==> config.mk <==
export PLATFORM = sky130hd
export DESIGN_NAME = dlatch_bank
export DESIGN_NICKNAME = d
export VERILOG_FILES = /design/src/rtl/dlatch_pkg.sv /design/src/rtl/dlatch_chan.sv /design/src/rtl/dlatch_bank.sv
export SDC_FILE = /design/constraint.sdc
export NUM_CORES = 1
export LEC_CHECK = 0
export CORE_UTILIZATION = 25
export DETAILED_ROUTE_END_ITERATION = 12
export GPL_ROUTABILITY_DRIVEN = 0
export SETUP_SLACK_MARGIN = 0.02
export SLEW_MARGIN = 20
export SYNTH_ARGS = -nofsm -noshare
export SYNTH_HDL_FRONTEND = slang
export SYNTH_HIERARCHICAL = 1
export SYNTH_SLANG_ARGS = --single-unit
==> constraint.sdc <==
create_clock -name CLK -period 2.1 [get_ports CLK]
set_input_delay 0.21 -clock CLK [delete_from_list [all_inputs] [get_ports CLK]]
set_output_delay 0.21 -clock CLK [all_outputs]
set_load 0.01 [all_outputs]
==> src/rtl/dlatch_pkg.sv <==
`default_nettype none
// ============================================================================
//  Module      : dlatch_pkg
//  Description : Shared definitions for the dlatch_bank latch array:
//                capture-mode encodings and a width helper for the
//                decay age counter.
//  Revision    : 1.0  initial release
// ============================================================================
package dlatch_pkg;

    // Capture mode encodings for the MODE parameter
    localparam int DL_TRANSPARENT = 0;   // q follows d while en=1
    localparam int DL_REGISTERED  = 1;   // q updates only at the rising edge

    // Ceiling of log2(value); clog2(1) = 0, clog2(4) = 2, clog2(5) = 3.
    // Written as a bounded loop so it elaborates as a constant function.
    function automatic int clog2(input int value);
        int result;
        result = 0;
        for (int i = 0; i < 31; i++) begin
            if ((1 << i) < value) begin
                result = i + 1;
            end
        end
        return result;
    endfunction

endpackage : dlatch_pkg
`default_nettype wire

==> src/rtl/dlatch_chan.sv <==
`default_nettype none
// ============================================================================
//  Module      : dlatch_chan
//  Description : One latch channel of dlatch_bank. Holds a WIDTH-bit value
//                captured on the rising clock edge, presents it either
//                transparently (d bypasses the store while en=1) or
//                registered, and optionally models dynamic-node decay by
//                forcing DECAY_VALUE after DECAY_CYCLES edges without a
//                write.
//  Revision    : 1.0  initial release
// ============================================================================
module dlatch_chan
    import dlatch_pkg::*;
#(
    parameter int               WIDTH        = 8,
    parameter int               MODE         = DL_TRANSPARENT,
    parameter int               DECAY_CYCLES = 0,
    parameter logic [WIDTH-1:0] DECAY_VALUE  = '0,
    parameter logic [WIDTH-1:0] RESET_VALUE  = '0
) (
    input  logic             clk,
    input  logic             rst_n,
    input  logic             en,
    input  logic [WIDTH-1:0] d,
    output logic [WIDTH-1:0] q,
    output logic [WIDTH-1:0] nq,
    output logic             valid,
    output logic             decay_evt
);

    logic [WIDTH-1:0] store;
    logic             expire;   // this edge is the one where the value decays

    generate
        if (DECAY_CYCLES > 0) begin : g_decay
            localparam int               AGE_W    = clog2(DECAY_CYCLES + 1);
            localparam logic [AGE_W-1:0] AGE_MAX  = AGE_W'(DECAY_CYCLES);
            localparam logic [AGE_W-1:0] AGE_LAST = AGE_W'(DECAY_CYCLES - 1);

            logic [AGE_W-1:0] age;

            // Idle-edge counter: cleared by a write, saturates once decayed
            always_ff @(posedge clk or negedge rst_n) begin
                if (!rst_n) begin
                    age <= '0;
                end else if (en) begin
                    age <= '0;
                end else if (age != AGE_MAX) begin
                    age <= age + AGE_W'(1);
                end
            end

            // A write on the expiry edge wins, so expiry requires en=0
            assign expire = !en && (age == AGE_LAST);
        end else begin : g_no_decay
            assign expire = 1'b0;
        end
    endgenerate

    // Stored value, written-flag and the one-cycle decay pulse
    always_ff @(posedge clk or negedge rst_n) begin
        if (!rst_n) begin
            store     <= RESET_VALUE;
            valid     <= 1'b0;
            decay_evt <= 1'b0;
        end else begin
            decay_evt <= expire;
            if (en) begin
                store <= d;
                valid <= 1'b1;
            end else if (expire) begin
                store <= DECAY_VALUE;
                valid <= 1'b0;
            end
        end
    end

    generate
        if (MODE == DL_REGISTERED) begin : g_registered
            // No combinational path from d to q
            assign q = store;
        end else begin : g_transparent
            // Bypass is gated by reset so q shows RESET_VALUE during reset
            // even when a write is in progress. Between edges, dropping en
            // reverts q to the value captured at the last enabled edge.
            assign q = (en && rst_n) ? d : store;
        end
    endgenerate

    assign nq = ~q;

endmodule : dlatch_chan
`default_nettype wire

==> src/rtl/dlatch_bank.sv <==
`default_nettype none
// ============================================================================
//  Module      : dlatch_bank
//  Description : CHANNELS independent WIDTH-bit clocked latches with true and
//                inverted outputs, selectable transparent/registered capture
//                and optional charge-decay modelling. Clocked replacement for
//                per-bit asynchronous NMOS static latches.
//                Note for users of MODE=0: if en falls between edges, q
//                reverts to the value captured at the last enabled edge,
//                not to the last value seen on d.
//  Revision    : 1.0  initial release
// ============================================================================
module dlatch_bank
    import dlatch_pkg::*;
#(
    parameter int               WIDTH        = 8,
    parameter int               CHANNELS     = 4,
    parameter int               MODE         = DL_TRANSPARENT,
    parameter int               DECAY_CYCLES = 0,
    parameter logic [WIDTH-1:0] DECAY_VALUE  = '0,
    parameter logic [WIDTH-1:0] RESET_VALUE  = '0
) (
    input  logic                      CLK,
    input  logic                      n_RES,
    input  logic [CHANNELS-1:0]       en,
    input  logic [CHANNELS*WIDTH-1:0] d,
    output logic [CHANNELS*WIDTH-1:0] q,
    output logic [CHANNELS*WIDTH-1:0] nq,
    output logic [CHANNELS-1:0]       valid,
    output logic [CHANNELS-1:0]       decay_evt
);

    // One fully independent channel per slice of the packed buses
    generate
        for (genvar k = 0; k < CHANNELS; k++) begin : g_chan
            dlatch_chan #(
                .WIDTH        (WIDTH),
                .MODE         (MODE),
                .DECAY_CYCLES (DECAY_CYCLES),
                .DECAY_VALUE  (DECAY_VALUE),
                .RESET_VALUE  (RESET_VALUE)
            ) u_chan (
                .clk       (CLK),
                .rst_n     (n_RES),
                .en        (en[k]),
                .d         (d[k*WIDTH +: WIDTH]),
                .q         (q[k*WIDTH +: WIDTH]),
                .nq        (nq[k*WIDTH +: WIDTH]),
                .valid     (valid[k]),
                .decay_evt (decay_evt[k])
            );
        end
    endgenerate

endmodule : dlatch_bank
`default_nettype wire

### Word-level counts from Yosys, hierarchy flattened

Cells that the tools add are included.

* input port bits: 38
* flip-flop bits (word level): 36
* word-level logic and storage cells: 20
* output and inout bits: 72

* bitwise gates (word level): 4
* reduce and logical (&&, ||, !) cells: 4
* mux-type cells: 4

Operator list (count)
* two-way mux 8 bit: 4
* NOT 8 bit: 4
* logical AND 1 bit: 4

### Logic depth before layout (Yosys ltp)

* depth after elaboration: 3
* depth in mapped cells: 4

### Modules after synthesis

The synthesis kept the hierarchy.

Modules (own cells, without submodules)
* dlatch_chan: area an instance 561.8 um^2, cells an instance 39, instances 4

### Worst setup path after synthesis

Ideal clock, no wire load.

* path kind: input to output
* from: input port en[1]
* to: output port q[13]
* path buffers: 2
* arrival time: 871 ps
* cell stages on the path: 4
* required time: 1890 ps
* path slack: 1019 ps
* cells stage by stage: buf_6 -> nand2_8 -> buf_12 -> mux2_4

* longest elaborated chain between the ends: 2

Ends and longest elaborated chain
* from (decl): line dlatch_bank.sv:25 `input logic [CHANNELS-1:0] en,`
* logical AND 1 bit: line dlatch_chan.sv:86 `assign q = (en && rst_n) ? d : store;`
* two-way mux 8 bit: line dlatch_chan.sv:86
* to (decl): line dlatch_bank.sv:27 `output logic [CHANNELS*WIDTH-1:0] q,`

Every way passes these cells.

### Worst setup path in the final report

* from: input port en[2]
* to: output port q[19]

The elaborated chain is that of the path after synthesis.

==> reports/metrics.yaml <==
cts:
  clk_pin_slew_ns: 0.07
  cts_buffer_depth: 2
  clock_sinks: 36
  postCtsSetupBuffers: 0
  clock_latency_ns: 0.28
  h-tree-depth: 2
  post_cts_resized: 0
  clockRootBuffer: "clkbuf_8"
  cts_tree: "done"
  numCtsBuffers: 5
critical_path:
  crit_required_ns: 1.89
  cp.depth: 4
  startpoint_type: "input port"
  r2r_cells: 1
  critPathMostFrequentCell: "clkdlybuf4s50_1"
  critPathTopFamily: "buffers and inverters"
  crit_chain: "clkdlybuf4s50_1, nand2_8, mux2_2, clkdlybuf4s50_1"
  critPathBufInv: 2
  critPathCaptureType: "output pin"
  arrival_ns: 1.78
  critical_path.max_stage_delay_ns: 0.51
  critical_path_peak_fanout: 16
  critPathKind: "in2out"
  slowest_stage: "clkdlybuf4s50_1"
sta:
  fmax_mhz: 501.9
  rsz0062_at_grt: "false"
  period_needed_ns: 1.992
  setup-tns-final_ns: 0
  fin_crit_sh: 0.9487
  hold_viol: 0
  slew_viol_final: 0
  slew_headroom: 0.4110
  worst_slew_pin_slew_ns: 0.8805
  skew_ns: 0
  setup_violations: 0
  fin_hold_ws_ns: 0.09512
floorplan:
  core_area_um2: 8721
  die_w_um: 96.81
  die_h_um: 96.81
  start_util: 0.2577
  die_area_um2: 9372
  ios: 110
  rows: 34
placement:
  dp.final_hpwl_um: 3419
  io_buffers: 105
  placed_cells: 363
  place_area_um2: 3331
grt:
  gr-usage-met3: 0.04263
  grt_use_met1: 0.1361
  grt_overflow: 0
  track_usage: 0.1047
  grt_start_max_net_pins: 20
  grt_pass1_wl_um: 7852
  gr-usage-met2: 0.1603
  antenna_found_initial: 0
  grt_pass1_vias: 1550
  busiest_layer: "met2"
min_path:
  hold_class: "in2async"
power:
  peakVddDrop_uv: 226.5
  p_leak_nw: 1.494
  powerDensity_nw_per_um2: 594.4
  total_power_mw: 2.039
routing:
  detail_route.vias_per_cell: 4.239
  antenna_left: 0
  drcViolationCount: 0
  vias: 1577
  drt-total-wl_um: 4747
  wire_per_inst_um: 12.76
  first_pass_iters: 2
  drtIter0Drc: 9
layout:
  area_delta_synth_final_pct: 52.67
  antennaDiodeCount: 0
  nFillCells: 843
  drive_above_1_share: 0.3220
  design_area_um2: 3431
  instances_no_fill: 372
  nets: 301
synthesis:
  seq_area_frac_synth: 0.4009
  synth_warnings: 6
  synth_area_um2: 2247
  synth_nets: 194
  yosys_register_bits: 36
  syn_avg_cell_area_um2: 14.40
  syn_inst: 156
  yosysUniqueCellTypes: 10
outcome:
  outcome: "completed"
run:
  cap_violations: 0
[placed cells by master (no fill, tap or decap)]
master / count
buf_12: 1
buf_2: 1
buf_4: 5
clkbuf_1: 2
clkbuf_8: 6
clkdlybuf4s50_1: 104
conb_1: 4
dfrtp_1: 36
dlygate4sd3_1: 1
mux2_2: 56
mux2_4: 8
mux2i_1: 32
nand2_8: 4
or2_2: 4
[worst paths after layout]
check / start / to / slack (ns)
min in group CLK: g_chan[0].u_chan/valid$_DFFE_PN0P_ / g_chan[0].u_chan/valid$_DFFE_PN0P_ / 0.46
max in group asynchronous: n_RES / g_chan[2].u_chan/store[5]$_DFFE_PN0P_ / 0.76
worst max register to register: g_chan[3].u_chan/store[6]$_DFFE_PN0P_ / g_chan[3].u_chan/store[6]$_DFFE_PN0P_ / 1.32
worst max-delay path: en[2] / q[19] / 0.11
worst min register to register: g_chan[0].u_chan/valid$_DFFE_PN0P_ / g_chan[0].u_chan/valid$_DFFE_PN0P_ / 0.46
worst min-delay path: n_RES / g_chan[1].u_chan/store[0]$_DFFE_PN0P_ / 0.1
[cell type report]
cell class	instances	area, µm²	area share
Tap cell	108	135.1	0.03939
Timing Repair Buffer	112	1114	0.3246
Clock buffer	8	90.09	0.02626
Sequential cell	36	900.9	0.2626
Multi-Input combinational cell	108	1191	0.3472
[state kept, by name (all words and copies together), names as in the netlist]
| signal | cells |
|---|---|
| g_chan.u_chan/store | 32 |
| g_chan.u_chan/valid | 4 |
[timing repair]
action	in CTS	in global routing
endpoints found under the setup margin	0	0
hold buffers	1	0
hold endpoints to repair	19	0
[metrics by stage]
| stage | worst slack, ns | util |
|---|---|---|
| 5_1_grt | 0.06753 | 0.3934 |
| 4_1_cts | 0.08531 | 0.3934 |
| 2_1_floorplan | 1.019 | - |
| 6_report | 0.1077 | 0.3934 |
| 3_5_place_dp | 0.09194 | 0.3819 |
| 3_3_place_gp | 0.08776 | 0.3819 |
[report_power, final]
group | total [mW] | internal (mW) | switching [mW]
registers | 0.798 | 0.755 | 0.0426
clock network | 0.507 | 0.268 | 0.239
logic | 0.734 | 0.467 | 0.267
total | 2.04 | 1.49 | 0.549
[cell families after synthesis]
kind of cell | share of synthesized area
mux | 0.4766
flops | 0.4009
buf+inv | 0.06904
simple gates | 0.04677
other cells | 0.006680
[tightest hold or removal path, delay by kind of cell]
family | cells | cell delay (ns)
buffers and inverters | 3 | 0.54
[metal layers]
layer	up-vias	part of all wire
met3	2	0.065
met1	742	0.46
met5	-	0
li1	769	-
met4	0	0.0061
met2	64	0.47
[cell usage after synthesis, drive strengths merged]
library cell	instances	area [µm²]
nand2	4	80.08
conb	4	15.01
buf	12	155.2
or2	4	25.02
mux2	64	750.7
mux2i	32	320.3
dfrtp	36	900.9
(Power assumes the default switching activity.)
